### src/rtl/game_flow_ctrl.sv
// Game sequencer: frame tick, IDLE/SERVE/PLAY/MISS/OVER flow, score/lives and border flash.
// All outputs are flops; next values are derived from the next state.
module game_flow_ctrl #(
    parameter logic [10:0] FRAME_TICK_LINE = 11'd480,
    parameter logic [1:0]  LIVES_INIT      = 2'd3,
    parameter logic [7:0]  SERVE_FRAMES    = 8'd60,
    parameter logic [7:0]  MISS_FRAMES     = 8'd90,
    parameter logic [7:0]  FLASH_FRAMES    = 8'd10
) (
    input  logic        clk,
    input  logic        reset,
    input  logic [10:0] hcount,
    input  logic [10:0] vcount,
    input  logic        btn_start,
    input  logic        ball_hit,
    input  logic        ball_miss,
    output logic        ball_run,
    output logic        ball_respawn,
    output logic        border_en,
    output logic [7:0]  score,
    output logic [1:0]  lives,
    output logic        game_over,
    output logic        frame_tick
);

    typedef enum logic [2:0] {StIdle, StServe, StPlay, StMiss, StOver} state_e;

    state_e     state_q, state_d;
    logic       start_q, start_edge;
    logic       tick_q;
    logic [7:0] frame_cnt_q, frame_cnt_d;
    logic [7:0] flash_cnt_q, flash_cnt_d;
    logic [7:0] score_q, score_d;
    logic [1:0] lives_q, lives_d;
    logic       border_q, border_d;
    logic       run_q, run_d;
    logic       respawn_q, respawn_d;
    logic       over_q, over_d;

    assign start_edge = btn_start & ~start_q;

    always_ff @(posedge clk) begin
        if (reset) begin
            state_q     <= StIdle;
            start_q     <= 1'b0;
            tick_q      <= 1'b0;
            frame_cnt_q <= 8'd0;
            flash_cnt_q <= 8'd0;
            score_q     <= 8'd0;
            lives_q     <= LIVES_INIT;
            border_q    <= 1'b1;
            run_q       <= 1'b0;
            respawn_q   <= 1'b0;
            over_q      <= 1'b0;
        end else begin
            state_q     <= state_d;
            start_q     <= btn_start;
            tick_q      <= (hcount == 11'd0) && (vcount == FRAME_TICK_LINE);
            frame_cnt_q <= frame_cnt_d;
            flash_cnt_q <= flash_cnt_d;
            score_q     <= score_d;
            lives_q     <= lives_d;
            border_q    <= border_d;
            run_q       <= run_d;
            respawn_q   <= respawn_d;
            over_q      <= over_d;
        end
    end

    always_comb begin
        state_d     = state_q;
        frame_cnt_d = frame_cnt_q;
        flash_cnt_d = flash_cnt_q;
        score_d     = score_q;
        lives_d     = lives_q;
        border_d    = border_q;
        case (state_q)
            StIdle, StOver: begin
                border_d = 1'b1;
                if (start_edge) begin
                    score_d     = 8'd0;
                    lives_d     = LIVES_INIT;
                    frame_cnt_d = 8'd0;
                    flash_cnt_d = 8'd0;
                    state_d     = StServe;
                end
            end
            StServe: begin
                border_d = 1'b1;
                if (tick_q) begin
                    if (frame_cnt_q == SERVE_FRAMES - 8'd1) begin
                        frame_cnt_d = 8'd0;
                        state_d     = StPlay;
                    end else begin
                        frame_cnt_d = frame_cnt_q + 8'd1;
                    end
                end
            end
            StPlay: begin
                // A miss wins over a simultaneous hit.
                if (ball_miss) begin
                    lives_d     = lives_q - 2'd1;
                    frame_cnt_d = 8'd0;
                    flash_cnt_d = 8'd0;
                    border_d    = 1'b0;
                    state_d     = StMiss;
                end else if (ball_hit && score_q != 8'd255) begin
                    score_d = score_q + 8'd1;
                end
            end
            StMiss: begin
                if (tick_q) begin
                    if (flash_cnt_q == FLASH_FRAMES - 8'd1) begin
                        flash_cnt_d = 8'd0;
                        border_d    = ~border_q;
                    end else begin
                        flash_cnt_d = flash_cnt_q + 8'd1;
                    end
                    if (frame_cnt_q == MISS_FRAMES - 8'd1) begin
                        frame_cnt_d = 8'd0;
                        flash_cnt_d = 8'd0;
                        border_d    = 1'b1;
                        state_d     = (lives_q == 2'd0) ? StOver : StServe;
                    end else begin
                        frame_cnt_d = frame_cnt_q + 8'd1;
                    end
                end
            end
            default: state_d = StIdle;
        endcase
    end

    always_comb begin
        run_d     = (state_d == StPlay);
        respawn_d = (state_d == StServe) && (state_q != StServe);
        over_d    = (state_d == StOver);
    end

    assign ball_run     = run_q;
    assign ball_respawn = respawn_q;
    assign border_en    = border_q;
    assign score        = score_q;
    assign lives        = lives_q;
    assign game_over    = over_q;
    assign frame_tick   = tick_q;

endmodule

### config.mk
export PLATFORM = sky130hd
export DESIGN_NAME = game_flow_ctrl
export DESIGN_NICKNAME = d
export VERILOG_FILES = /design/src/rtl/game_flow_ctrl.sv
export SDC_FILE = /design/constraint.sdc
export NUM_CORES = 1
export LEC_CHECK = 0
export ABC_AREA = 1
export CAP_MARGIN = 20
export CORE_MARGIN = 4
export CORE_UTILIZATION = 40
export CTS_BUF_LIST = sky130_fd_sc_hd__clkbuf_8 sky130_fd_sc_hd__clkbuf_16
export DETAILED_ROUTE_END_ITERATION = 10
export PLACE_DENSITY = 0.64
export SYNTH_ARGS = -nofsm -noshare
export SYNTH_HDL_FRONTEND = slang
export SYNTH_SLANG_ARGS = --single-unit
### constraint.sdc
create_clock -name clk -period 2 [get_ports clk]
set_clock_uncertainty 0.2 [all_clocks]
set_input_delay 0.6 -clock clk [delete_from_list [all_inputs] [get_ports clk]]
set_output_delay 0.6 -clock clk [all_outputs]
set_load 0.02 [all_outputs]
=== Word-level counts from Yosys, hierarchy flattened ===
Index checks and enable logic that the tools add are counted.

* ROM bits: 0
* Register bits after elaboration: 35
* Bits in writable memories: 0
* Word-level logic and storage cells: 85
* Input port bits: 27
* Latch bits: 0
* Output and inout bits: 15
* Memories kept: 0

* Bitwise logic cells: 3
* $mul: 0
* Eq/ne operators: 20
* Multiplexer cells: 30
* Reduce and logical (&&, ||, !) cells: 17
* Shifts and indexed selects: 0
* Div/mod/pow operators: 0
* $add $sub $neg: 4
* Order comparisons: 0

{| class="wikitable"
|+ Operators with widths
! cell !! count
|-
| two-way mux 8 bit || 11
|-
| one-hot mux 8 bit (4 select lines) || 1
|-
| adder 8 x 1 -> 8 bit (second input constant) || 3
|-
| one-hot mux 8 bit (3 select lines) || 1
|-
| two-way mux 3 bit || 7
|-
| one-hot mux 8 bit (2 select lines) || 1
|-
| != test 2 bit (second input constant) || 6
|-
| one-hot mux 3 bit (4 select lines) || 1
|-
| AND reduction 4 bit || 3
|-
| equality test 11 x 9 -> 1 bit (second input constant) || 1
|-
| logical NOT 11 bit || 1
|-
| equality test 3 x 2 -> 1 bit (second input constant) || 3
|-
| equality test 8 x 4 -> 1 bit (second input constant) || 1
|-
| equality test 8 x 6 -> 1 bit (second input constant) || 1
|-
| equality test 8 x 7 -> 1 bit (second input constant) || 1
|-
| != test 8 bit (second input constant) || 1
|-
| equality test 3 x 1 -> 1 bit (second input constant) || 2
|-
| equality test 3 bit (second input constant) || 2
|-
| nonzero test 3 bit || 2
|-
| AND reduction 5 bit || 1
|-
| two-way mux 1 bit || 4
|-
| two-way mux 2 bit || 2
|-
| one-hot mux 2 bit (2 select lines) || 1
|-
| nonzero test 4 bit || 1
|-
| other kinds (13) || 16
|}

=== Longest topological paths before layout ===
Gate-level depths: netlist of run 1.

* Depth after elaboration: 7
* Gate-level depth with buffers: 11
* Gate-level depth less buffers: 10

=== Worst setup path after synthesis of run 1 ===
Ideal clock, no wire load.

* Path kind: flip-flop to flip-flop
* Start: reg score_q[0] (netlist: score[0])
* End: reg score_q[1] (netlist: score[1])
* Required time: 1.686 ns
* Buffers on the path: 0
* Setup time: 0.114 ns
* Slack: 0.301 ns
* Period minus slack after synthesis: 1.699 ns
* Stages on the path, launching flop included: 11
* Data arrival time: 1.385 ns
* Path through: dfxtp_1 > ha_1 > nand2_1 > nor2_1 > nand2_1 > nand2_1 > nand2_4 > nand2_4 > nand2_1 > o21ai_1 > nor2_1

* Cells in the longest elaborated chain, start to end: 4
* Elaborated cells on any way between the ends: 8
* Classes of those cells: add/sub: 1; eq/ne: 2; mux: 3; reduce/logical: 2

{| class="wikitable"
|+ Ends and longest elaborated chain
! element !! RTL line !! RTL
|-
| start: declaration || 33 || <nowiki>logic [7:0] score_q, score_d;</nowiki>
|-
| start signal: assignment || 61 || <nowiki>score_q <= score_d;</nowiki>
|-
| adder 8 x 1 -> 8 bit / != test 8 bit (equally long branches) || 108, 107 ||
|-
| two-way mux 8 bit / logical AND 1 bit (equally long branches) || 107 || <nowiki>end else if (ball_hit && score_q != 8'd255) begin</nowiki>
|-
| two-way mux 8 bit / != test 2 bit (equally long branches) || -- ||
|-
| one-hot mux 8 bit (2 select lines) / AND reduction 4 bit (equally long branches) || -- ||
|}

Several ways; a longest one is shown, not always the timed one. The select of a mux whose other input is x is not followed.
A chain may end at the register's enable or synchronous reset.

=== Worst setup path after layout of run 1 ===
* Start: in btn_start
* End: reg flash_cnt_q[6]

* Cells in the longest elaborated chain, start to end: 3

{| class="wikitable"
|+ Ends and longest elaborated chain
! element !! RTL line !! RTL
|-
| start: declaration || 14 || <nowiki>input logic btn_start,</nowiki>
|-
| AND 1 bit || 40 || <nowiki>assign start_edge = btn_start & ~start_q;</nowiki>
|-
| != test 2 bit (no line) || -- ||
|-
| AND reduction 4 bit (no line) || -- ||
|-
| end signal: assignment || 60 || <nowiki>flash_cnt_q <= flash_cnt_d;</nowiki>
|-
| end: declaration || 32 || <nowiki>logic [7:0] flash_cnt_q, flash_cnt_d;</nowiki>
|}

Every way passes these cells.

==> metrics.md, run 1 <==
| Metric | Value |
|---|---|
| Int Power | 1.25 mW |
| Antenna fix cells | 0 |
| Vias per cell | 4.72 |
| Root buffer cell | clkbuf_8 |
| Max Cap Viol | 0 |
| Number of core rows | 26 |
| Reg-to-reg slack, setup | roughly 240 ps |
| Mux share of post-synthesis cell area | 0% |
| Die area | 6590 um2 |
| Setup violators final | 0 |
| Crit path max fanout | 5 |
| Critical path required time | 1990 ps |
| Syn Std Cell Area | 2140 um2 |
| Setup crit end kind | register |
| Fill count | between 500 and 600 |
| Async SR Flop Fraction | 0% |
| P_sw | 0.427 mW |
| Synth cell types | 28 |
| Final hold violations | 0 |
| Buffer count from post-CTS setup fixing | 0 |
| Storage element area | 701 um2 |
| DR DRC count | 0 |
| Sequential share of the synthesized area | 32.7% |
| Vias in the first global route | between 1.5k and 2k |
| Initial core utilization | 41.7% |
| Worst r2r src | frame_cnt_q[0] |
| Clock Tree Buf Depth | 2 |
| H-tree depth | 2 |
| Die extent in x | between 80 and 90 um |
| CP Data Arrival Time | 1910 ps |
| Clock power frac | 39.6% |
| Power after layout | 1.68 mW |
| Part of the cycle the worst path needs | 96.0% |
| Syn-to-layout area delta | 34.0% |
| FF+latch count, synth | 35 |
| P_leak | 1.25 nW |
| Largest net degree at the start of global routing | 12 |
| Largest family of logic cells by synthesized area | simple AND/OR/NAND/NOR gates |
| Post-layout minimum cycle time | 1920 ps |
| Top cell type's share of synthesized area | 32.7% |
| Gpl congestion | ~0.86 |
| Layout cells sized above 1 | 15.6% |
| Hold/Removal Path Class | register to register |
| Multi-input logic area | 1240 um2 |
| HPWL Detailed | roughly 3900 um |
| Outcome | complete, no violations |
| Placed inst area | roughly 2800 um2 |
| Syn nets | 363 |
| PwrDens | just under 600 nW/um2 |
| Synth warnings | 0 |
| Initial DRT Pass Iterations | 4 |
| Initial antenna violation count | 0 |
| Final WL | 4930 um |
| Num ports | 42 |
| Crit Path Category | input pin to register |
| Detail Route Antenna Nets | 0 |
| Sink Count | 35 |
| Gate count of the mapped netlist | 330 |
| Final max-slew violation count | 0 |
| Core Area | 5140 um2 |
| Worst flop-to-flop path endpoint | frame_cnt_q[3] |
| Top cell type by total area after synthesis | dfxtp_1 |
| Most frequent cell after synthesis | nand2_1 |
| Crit start category | input pin |
| EDFF count, synth | 0 |
| DR iter-0 viols | 100 |
| End point of the critical path | flash_cnt_q[6] |
| Worst-Skew Late Latency | 290 ps |
| Port buffer count | 41 |
| Peak VDD IR | 0.331 mV |
| Commonest register cell after synthesis | dfxtp_1 |
| Combinational share of power | 16.9% |
| Final instance area | 2870 um2 |
| XOR/XNOR Fraction of Synth Area | 0% |
| Hold path depth | 2 |
| Die height | 81.2 um |
| Final nets | 423 |
| Syn Area/Cell | 6.49 um2 |
| WL/cell | about 11 um |
| Ranking of synthesized cells by area | dfxtp_1 33%, nand2_1 15%, nor2_1 8.8% |
| Total GRT Usage | 16.5% |
| GRT overflow | 0 |
| R2R cell count | 8 |
| First-pass GRT wire length | 8470 um |
| Net Sw Frac | 25.4% |
| Compound-Gate Fraction of Synth Area | under 10% |
| RSZ-0062 raised after global routing | true |
| Post-Synth Simple-Gate Area | ~47% |
| FMAX | 521 MHz |
| Critical path origin | btn_start |
| Max_slew headroom | 74.5% |
| Synth top cells by count | 83 x nand2_1, 50 x nor2_1, 44 x inv_1 |
| Adder-Cell Fraction of Synth Area | 3.50% |
| Routed via count | 2,178 |
| Clock-pin slew on the worst setup and hold paths | 80 ps |
| Sequential Power Share | 43.5% |
| CTS tree | done |
| # hold bufs at CTS | 0 |
| Clock buffer count from CTS | 5 |
| Worst Max-Slew Pin Slew | approximately 380 ps |
-- power groups by stage --
stage | Combinational (mW) | Sequential (mW) | Clock, mW
after floorplan | 0.151 | 0.753 | 0
after global placement | 0.284 | 0.746 | 0
after detailed placement | 0.286 | 0.746 | 0
after CTS | 0.283 | 0.730 | 0.693
after global routing | 0.314 | 0.733 | 0.721
final | 0.285 | 0.731 | 0.666
-- cell usage in the layout, fill, tap and decap left out, types with 2 or more instances in the layout --
cell | synthesis | final
nand2_1 | 83 | 79
nor2_1 | 50 | 49
inv_1 | 44 | 43
dfxtp_1 | 35 | 35
nand3_1 | 31 | 31
clkdlybuf4s50_1 | 0 | 26
a21oi_1 | 16 | 16
dlygate4sd2_1 | 0 | 15
buf_4 | 0 | 14
nand2_2 | 7 | 11
inv_2 | 6 | 7
nand4_1 | 7 | 7
nand3_2 | 6 | 6
o21ai_0 | 6 | 6
ha_1 | 6 | 6
clkbuf_8 | 0 | 6
nor4_1 | 5 | 5
nor2_4 | 3 | 4
nor3_1 | 4 | 4
nand2_4 | 3 | 3
nor3b_1 | 3 | 3
o21ai_1 | 3 | 3
or2_2 | 2 | 2
buf_12 | 0 | 2
-- per-stage QoR --
stage | hold slack, ps | instances | util [%] | setup TNS [ps] | setup WS (ps)
after global placement | 272 | 453 | 53.6 | -4320 | -258
after global routing | 321 | 461 | 55.9 | -15.1 | -9.98
after CTS | 289 | 461 | 55.5 | 0 | 5.18
after floorplan | 256 | 330 | - | 0 | 301
after detailed placement | 278 | 453 | 53.6 | -4920 | -293
final | 285 | 461 | 55.9 | 0 | 79.6
-- flip-flops by register name, summed over array words and instances, names as in the netlist --
register      cells
frame_cnt_q       8
ball_respawn      1
lives             2
flash_cnt_q       8
score             8
state_q           3
game_over         1
border_en         1
start_q           1
frame_tick        1
ball_run          1
-- layout make-up --
type / count / share of cell area, %
well taps: 70 / 3.05
clock buffers: 6 / 2.88
flip-flops and latches: 35 / 24.4
repair buffers: 57 / 18.7
clock inverters: 2 / 1.22
multi-input cells: 241 / 43.2
inverters: 50 / 6.54
-- cells by family after synthesis --
family / Yosys count
AOI/OAI and AO/OA: 28
adders and majority gates: 6
buffers and inverters: 54
DFF: 35
and+or+nand+nor: 207
-- routing by layer --
metal	wire length, um	global-route usage (%)	share of wire [%]	up-vias
met2	2200	26.6	45	49
met4	97	8.11	2.0	0
met3	266	4.66	5.4	6
li1	-	-	-	1174
met1	2370	20.1	48	949
met5	0	0	0	-
-- critical path, stage by stage --
cell,delay (ps)
clkdlybuf4s50_1,500
inv_2,60
nor2_4,120
nand2_2,70
nand2_2,90
inv_2,60
nor2_8,120
nand2_2,120
nand2_2,120
nor2_1,50
-- how the worst min path moves through the flow --
stage	start	endpoint
floorplan	frame_cnt_q[3]	frame_cnt_q[3]
global placement	frame_cnt_q[3]	frame_cnt_q[3]
detailed placement	frame_cnt_q[3]	frame_cnt_q[3]
CTS	frame_cnt_q[3]	frame_cnt_q[3]
global route	frame_cnt_q[3]	frame_cnt_q[3]
finish	frame_cnt_q[3]	frame_cnt_q[3]
-- what timing repair did --
item                                    4_1_cts  5_1_grt
endpoints found under the hold margin         0        0
endpoints found under the setup margin       15        8
gates resized for setup                      15        7
pin swaps                                     0        4
No activity file was read; power rests on OpenSTA's default activity.
==> inputs of run 2 (changes only) <==
--- a/config.mk
+++ b/config.mk
@@ -7,10 +7,12 @@
 export LEC_CHECK = 0
 export ABC_AREA = 1
 export CAP_MARGIN = 20
+export CORE_ASPECT_RATIO = 1.5
 export CORE_MARGIN = 4
 export CORE_UTILIZATION = 40
 export CTS_BUF_LIST = sky130_fd_sc_hd__clkbuf_8 sky130_fd_sc_hd__clkbuf_16
 export DETAILED_ROUTE_END_ITERATION = 10
+export GPL_TIMING_DRIVEN = 0
 export PLACE_DENSITY = 0.64
 export SYNTH_ARGS = -nofsm -noshare
 export SYNTH_HDL_FRONTEND = slang
==> metrics.md, run 2 (synthesis gave the netlist of run 1 again) <==
| Metric | Value |
|---|---|
| Placed inst area | 2630 um2 (was 2760 um2) |
| Placed Instances | 438 (was 453) |
| Commonest non-fill, non-tap cell in the layout | nand2_1 (unchanged) |
| Met2 Usage GRT | 32.7% (was 26.6%) |
| Met1 usage | 18.6% (was 20.1%) |
| Num ports | 42 (unchanged) |
| First-pass GRT wire length | 9250 um (was 8470 um) |
| Syn-to-layout area delta | 29.5% (was 34.0%) |
| Clock power frac | 34.8% (was 39.6%) |
| Grt met3 use | 3.13% (was 4.66%) |
| Crit start category | input pin (unchanged) |
| Largest net degree at the start of global routing | 11 (was 12) |
| # hold bufs at CTS | 0 (unchanged) |
| Initial core utilization | 41.5% (was 41.7%) |
| Crit Path Category | input pin to register (unchanged) |
| Clock buffer count from CTS | 5 (unchanged) |
| GRT overflow | 0 (unchanged) |
| CP max stage delay | 490 ps (was 500 ps) |
| DR iter-0 viols | 98 (was 100) |
| P_leak | 1.21 nW (was 1.25 nW) |
| Total GRT Usage | 17.7% (was 16.5%) |
| CP Data Arrival Time | 1890 ps (was 1910 ps) |
| Combinational share of power | 18.1% (was 16.9%) |
| CP Cell Sequence | clkdlybuf4s50_1 -> inv_1 -> nand3_4 -> inv_2 -> nor2_4 -> buf_6 -> nand3_1 -> nand2_1 -> nor2_1 (was clkdlybuf4s50_1 -> inv_2 -> nor2_4 -> nand2_2 -> nand2_2 -> inv_2 -> nor2_8 -> nand2_2 -> nand2_2 -> nor2_1) |
| Vias per cell | 4.83 (was 4.72) |
| Clock Tree Buf Depth | 2 (unchanged) |
| Core Area | 5160 um2 (was 5140 um2) |
| Setup violators final | 0 (unchanged) |
| Max_slew headroom | 67.1% (was 74.5%) |
| Final max-slew violation count | 0 (unchanged) |
| Vias in the first global route | 2,148 (was 1,994) |
| Sequential Power Share | 47.1% (was 43.5%) |
| Outcome | complete, no violations (unchanged) |
| Hold Slack | 292 ps (was 285 ps) |
| P_sw | 0.434 mW (was 0.427 mW) |
| Post-layout minimum cycle time | 1900 ps (was 1920 ps) |
| Final nets | 413 (was 423) |
| CP delay by family, top | buffers and inverters (was simple AND/OR/NAND/NOR gates) |
| Final hold violations | 0 (unchanged) |
| Final Util | 53.8% (was 55.9%) |
| Critical path origin | ball_miss (was btn_start) |
| Initial DRT Pass Iterations | 4 (unchanged) |
| Total negative slack | 0 ps (unchanged) |
| Layout cells sized above 1 | 12.1% (was 15.6%) |
| Leading cell types in the layout, fill and taps excluded | 82 x nand2_1, 49 x nor2_1, 44 x inv_1 (was 79 x nand2_1, 49 x nor2_1, 43 x inv_1) |
| Die area | 6620 um2 (was 6590 um2) |
| Gpl congestion | 0.884 (was 0.860) |
| WL/cell | 11.7 um (was 10.7 um) |
| HPWL Detailed | 4130 um (was 3850 um) |
| Int Power | 1.12 mW (was 1.25 mW) |
| Part of the cycle the worst path needs | 95.1% (was 96.0%) |
| Power after layout | 1.55 mW (was 1.68 mW) |
| Worst Max-Slew Pin Slew | 494 ps (was 379 ps) |
| Peak VDD IR | 0.419 mV (was 0.331 mV) |
| Port buffer count | 40 (was 41) |
| Worst setup margin | 98.9 ps (was 79.6 ps) |
| Detail Route Antenna Nets | 0 (unchanged) |
| Worst r2r src | frame_cnt_q[0] (unchanged) |
| Pre-CTS setup slack | -334 ps (was -293 ps) |
| Hold Path Origin | frame_cnt_q[3] (unchanged) |
| RSZ-0062 raised after global routing | false (was true) |
| Final instance area | 2780 um2 (was 2870 um2) |
| Crit path max fanout | 10 (was 5) |
| Layout Cells excl Fill | 448 (was 461) |
| Number of core rows | 32 (was 26) |
| Clock-pin slew on the worst setup and hold paths | 70 ps (was 80 ps) |
| Root buffer cell | clkbuf_8 (unchanged) |
| Final WL | 5250 um (was 4930 um) |
| Routed via count | 2,165 (was 2,178) |
| Max Cap Viol | 0 (unchanged) |
| Sink Count | 35 (unchanged) |
| FMAX | 526 MHz (was 521 MHz) |
| CTS tree | done (unchanged) |
| PwrDens | 559 nW/um2 (was 585 nW/um2) |
| Worst path slowest cell | clkdlybuf4s50_1 (unchanged) |
| DR DRC count | 0 (unchanged) |
| Net Sw Frac | 27.9% (was 25.4%) |
| Global routing's busiest layer | met2 (unchanged) |
| Worst path buffer plus inverter count | 4 (was 3) |
| Hold/Removal Path Class | register to register (unchanged) |
| Setup crit end kind | register (unchanged) |
| Initial antenna violation count | 0 (unchanged) |
| H-tree depth | 2 (unchanged) |
| Die extent in x | 67.8 um (was 81.2 um) |
| Die height | 97.7 um (was 81.2 um) |
| Worst-Skew Late Latency | 290 ps (about the same) |
| Critical path required time | 1990 ps (about the same) |
| Antenna fix cells | 0 (unchanged) |
-- run 2: changes by cell type in the layout (fill, tap and decap cells not counted), sizes merged --
cell	change
buf	-10
dlymetal6s2s	+1
bufinv	-1
clkdlybuf4s50	-2
clkbuf	+1
-- run 2: timing repair --
| item | CTS | global route |
|---|---|---|
| pin swaps | 2 | 0 |
| resized for setup | 18 | 2 |
| cloned | 1 | 0 |
| endpoints found under the setup margin | 21 | 4 |
| setup buffers | 2 | 0 |
-- run 2: worst paths after layout --
| kind | endpoint | slack [ps] | depth (start not counted) |
|---|---|---|---|
| min | frame_cnt_q[3] | 290 | 2 |
| max | frame_cnt_q[7] | 100 | 9 |
| max reg2reg | frame_cnt_q[7] | 230 | 8 |
| min reg2reg | frame_cnt_q[3] | 290 | 2 |
-- run 2: power groups by stage --
stage               registers [mW]  clock network (mW)  logic, mW
finish                       0.731               0.540      0.280
global route                 0.734               0.574      0.311
CTS                          0.731               0.549      0.283
detailed placement           0.748                   0      0.260
global placement             0.747                   0      0.257
floorplan                    0.753                   0      0.151
-- run 2: worst reg2reg max path, stage by stage (launching register included) --
cell	delay [ps]
dfxtp_1	410
ha_1	190
nand2_1	50
nor2_1	180
nand2_1	150
nand2_1	150
nand3_2	140
nand2_2	140
nor2_1	70
-- run 2: routing by layer --
| layer | up-vias | part of all wire [%] |
|---|---|---|
| met5 | - | 0 |
| met3 | 12 | 2.2 |
| li1 | 1149 | - |
| met2 | 29 | 57 |
| met4 | 0 | 2.3 |
| met1 | 975 | 39 |
-- run 2: layout make-up --
cell class              count  area (um2)
fillers                   532        2390
multi-input cells         241        1230
flip-flops and latches     35         701
repair buffers             43         452
inverters                  50         188
well taps                  68        85.1
clock buffers               6        82.6
plain buffers               4        35.0
clock inverters             1        5.00
==> inputs of run 3 (changes only) <==
--- a/config.mk
+++ b/config.mk
@@ -9,11 +9,11 @@
 export CAP_MARGIN = 20
 export CORE_ASPECT_RATIO = 1.5
 export CORE_MARGIN = 4
-export CORE_UTILIZATION = 40
+export CORE_UTILIZATION = 45
 export CTS_BUF_LIST = sky130_fd_sc_hd__clkbuf_8 sky130_fd_sc_hd__clkbuf_16
 export DETAILED_ROUTE_END_ITERATION = 10
 export GPL_TIMING_DRIVEN = 0
-export PLACE_DENSITY = 0.64
+export PLACE_DENSITY = 0.71
 export SYNTH_ARGS = -nofsm -noshare
 export SYNTH_HDL_FRONTEND = slang
 export SYNTH_SLANG_ARGS = --single-unit
==> metrics.md, run 3 (synthesis gave the netlist of run 1 again) <==
| Metric | Value |
|---|---|
| Setup violators final | 0 (unchanged) |
| Critical path origin | score[3] (was ball_miss) |
| Reg-to-reg slack, setup | 200 ps (was 230 ps) |
| Worst flop-to-flop path endpoint | frame_cnt_q[7] (unchanged) |
| P_leak | 1.21 nW (about the same) |
| Post-layout minimum cycle time | 1870 ps (was 1900 ps) |
| Crit path max fanout | 5 (was 10) |
| RSZ-0062 raised after global routing | false (unchanged) |
| Worst Max-Slew Pin Slew | 485 ps (was 494 ps) |
| H-tree depth | 2 (unchanged) |
| Detail Route Antenna Nets | 0 (unchanged) |
| Max_slew headroom | 67.7% (was 67.1%) |
| Sink of the worst hold path | frame_cnt_q[3] (unchanged) |
| Final nets | 412 (was 413) |
| DR DRC count | 0 (unchanged) |
| Total negative slack | 0 ps (unchanged) |
| Final max-slew violation count | 0 (unchanged) |
| Final Util | 60.3% (was 53.8%) |
| Largest net degree at the start of global routing | 11 (unchanged) |
| Hold path depth | 2 (unchanged) |
| Critical path required time | 1200 ps (was 1990 ps) |
| Port buffer count | 40 (unchanged) |
| Clock-pin slew on the worst setup and hold paths | 70 ps (about the same) |
| Routed via count | 2,179 (was 2,165) |
| DR iter-0 viols | 154 (was 98) |
| # hold bufs at CTS | 0 (unchanged) |
| Crit start category | register (was input pin) |
| Total GRT Usage | 18.8% (was 17.7%) |
| Hold Slack | 288 ps (was 292 ps) |
| Crit Path Category | register to primary output (was input pin to register) |
| Num ports | 42 (unchanged) |
| Leading cell types in the layout, fill and taps excluded | 79 x nand2_1, 49 x nor2_1, 45 x inv_1 (was 82 x nand2_1, 49 x nor2_1, 44 x inv_1) |
| Root buffer cell | clkbuf_8 (unchanged) |
| Max Cap Viol | 0 (unchanged) |
| Vias in the first global route | 2,132 (was 2,148) |
| CP delay by family, top | flip-flops (was buffers and inverters) |
| Die extent in x | 64.4 um (was 67.8 um) |
| Die height | 92.5 um (was 97.7 um) |
| Hold/Removal Path Class | register to register (unchanged) |
| CTS tree | done (unchanged) |
| Hold Path Origin | frame_cnt_q[3] (unchanged) |
| CP Cell Sequence | dlygate4sd2_1 (was clkdlybuf4s50_1 -> inv_1 -> nand3_4 -> inv_2 -> nor2_4 -> buf_6 -> nand3_1 -> nand2_1 -> nor2_1) |
| Final hold violations | 0 (unchanged) |
| CP max stage delay | 420 ps (was 490 ps) |
| Layout cells sized above 1 | 12.6% (was 12.1%) |
| CP Data Arrival Time | 1070 ps (was 1890 ps) |
| GRT overflow | 0 (unchanged) |
| Worst-Skew Late Latency | 290 ps (about the same) |
| Initial antenna violation count | 0 (unchanged) |
| First-pass GRT wire length | 9050 um (was 9250 um) |
| Part of the cycle the worst path needs | 93.6% (was 95.1%) |
| Vias per cell | 4.91 (was 4.83) |
| Worst path buffer plus inverter count | 1 (was 4) |
| Number of core rows | 30 (was 32) |
| HPWL Detailed | 4040 um (was 4130 um) |
| Die area | 5950 um2 (was 6620 um2) |
| Gpl congestion | 0.875 (was 0.884) |
| Clock Tree Buf Depth | 2 (unchanged) |
| Core Area | 4580 um2 (was 5160 um2) |
| Syn-to-layout area delta | 28.8% (was 29.5%) |
| Sink Count | 35 (unchanged) |
| Final WL | 5160 um (was 5250 um) |
| FMAX | 534 MHz (was 526 MHz) |
| Critical path depth in cells | 1 (was 9) |
| Initial DRT Pass Iterations | 4 (unchanged) |
| Worst r2r src | frame_cnt_q[0] (unchanged) |
| Outcome | complete, no violations (unchanged) |
| Setup crit end kind | primary output (was register) |
| Clock buffer count from CTS | 5 (unchanged) |
| Initial core utilization | 46.8% (was 41.5%) |
| Peak VDD IR | 0.320 mV (was 0.419 mV) |
| R2R cell count | 8 (unchanged) |
| Antenna fix cells | 0 (unchanged) |
| WL/cell | 11.6 um (was 11.7 um) |
| Commonest non-fill, non-tap cell in the layout | nand2_1 (unchanged) |
| PwrDens | 569 nW/um2 (was 559 nW/um2) |
| Worst path slowest cell | dfxtp_1 (was clkdlybuf4s50_1) |
run 3: cell types whose count changed in the layout (fill, tap and decap cells not counted):
cell            change
buf_4               +1
dlymetal6s2s_1      +1
dlygate4sd2_1       -1
clkinv_2            -1
inv_1               +1
buf_16              -1
buf_12              -2
nand2_1             -3
clkbuf_16           +1
clkbuf_8            +1
nand2_2             +3
run 3: worst max path at each step:
stage | end
after floorplan | score[1]
after global placement | flash_cnt_q[1]
after detailed placement | flash_cnt_q[6]
after CTS | flash_cnt_q[6]
after global routing | flash_cnt_q[6]
final | score[3]
run 3: area by class of cell:
| type | instances | area [um2] |
|---|---|---|
| repair buffers | 42 | 420 |
| fillers | 471 | 1820 |
| plain buffers | 4 | 35.0 |
| clock inverters | 1 | 3.75 |
| clock buffers | 7 | 96.3 |
| flip-flops and latches | 35 | 701 |
| inverters | 50 | 188 |
| well taps | 64 | 80.1 |
| multi-input cells | 241 | 1240 |
run 3: per-stage QoR:
stage	cells	setup slack [ps]	cell area [um2]	power, mW
after floorplan	330	301	2140	0.904
after global placement	434	-333	2620	1.00
after detailed placement	434	-345	2620	1.01
after CTS	442	-1.15	2710	1.57
after global routing	444	11.1	2760	1.63
final	444	129	2760	1.57
run 3: report_power, final:
group | total, mW | internal [mW] | switching (mW) | leakage, nW
logic | 0.271 | 0.124 | 0.148 | 0.869
registers | 0.732 | 0.714 | 0.0176 | 0.284
clock network | 0.568 | 0.309 | 0.259 | 0.0557
run 3: repair_timing:
action                     4_1_cts  5_1_grt
gates resized for setup         16        6
pin swaps                        0        3
setup buffers                    0        1
setup endpoints to repair       21       15
gates cloned                     0        1
run 3: worst reg2reg max path, cell delays in order, from the launching register on:
cell	delay, ps
dfxtp_1	410
ha_1	190
nand2_1	50
nor2_1	190
nand2_1	150
nand2_1	150
nand3_2	150
nand2_2	150
nor2_1	60
run 3: routing by layer:
layer | vias to the layer above | global-route usage (%) | routed length (um)
met2 | 40 | 36.4 | 2820
met5 | - | 0 | 0
met1 | 979 | 19.5 | 2060
met3 | 14 | 3.28 | 142
li1 | 1146 | - | -
met4 | 0 | 7.41 | 138
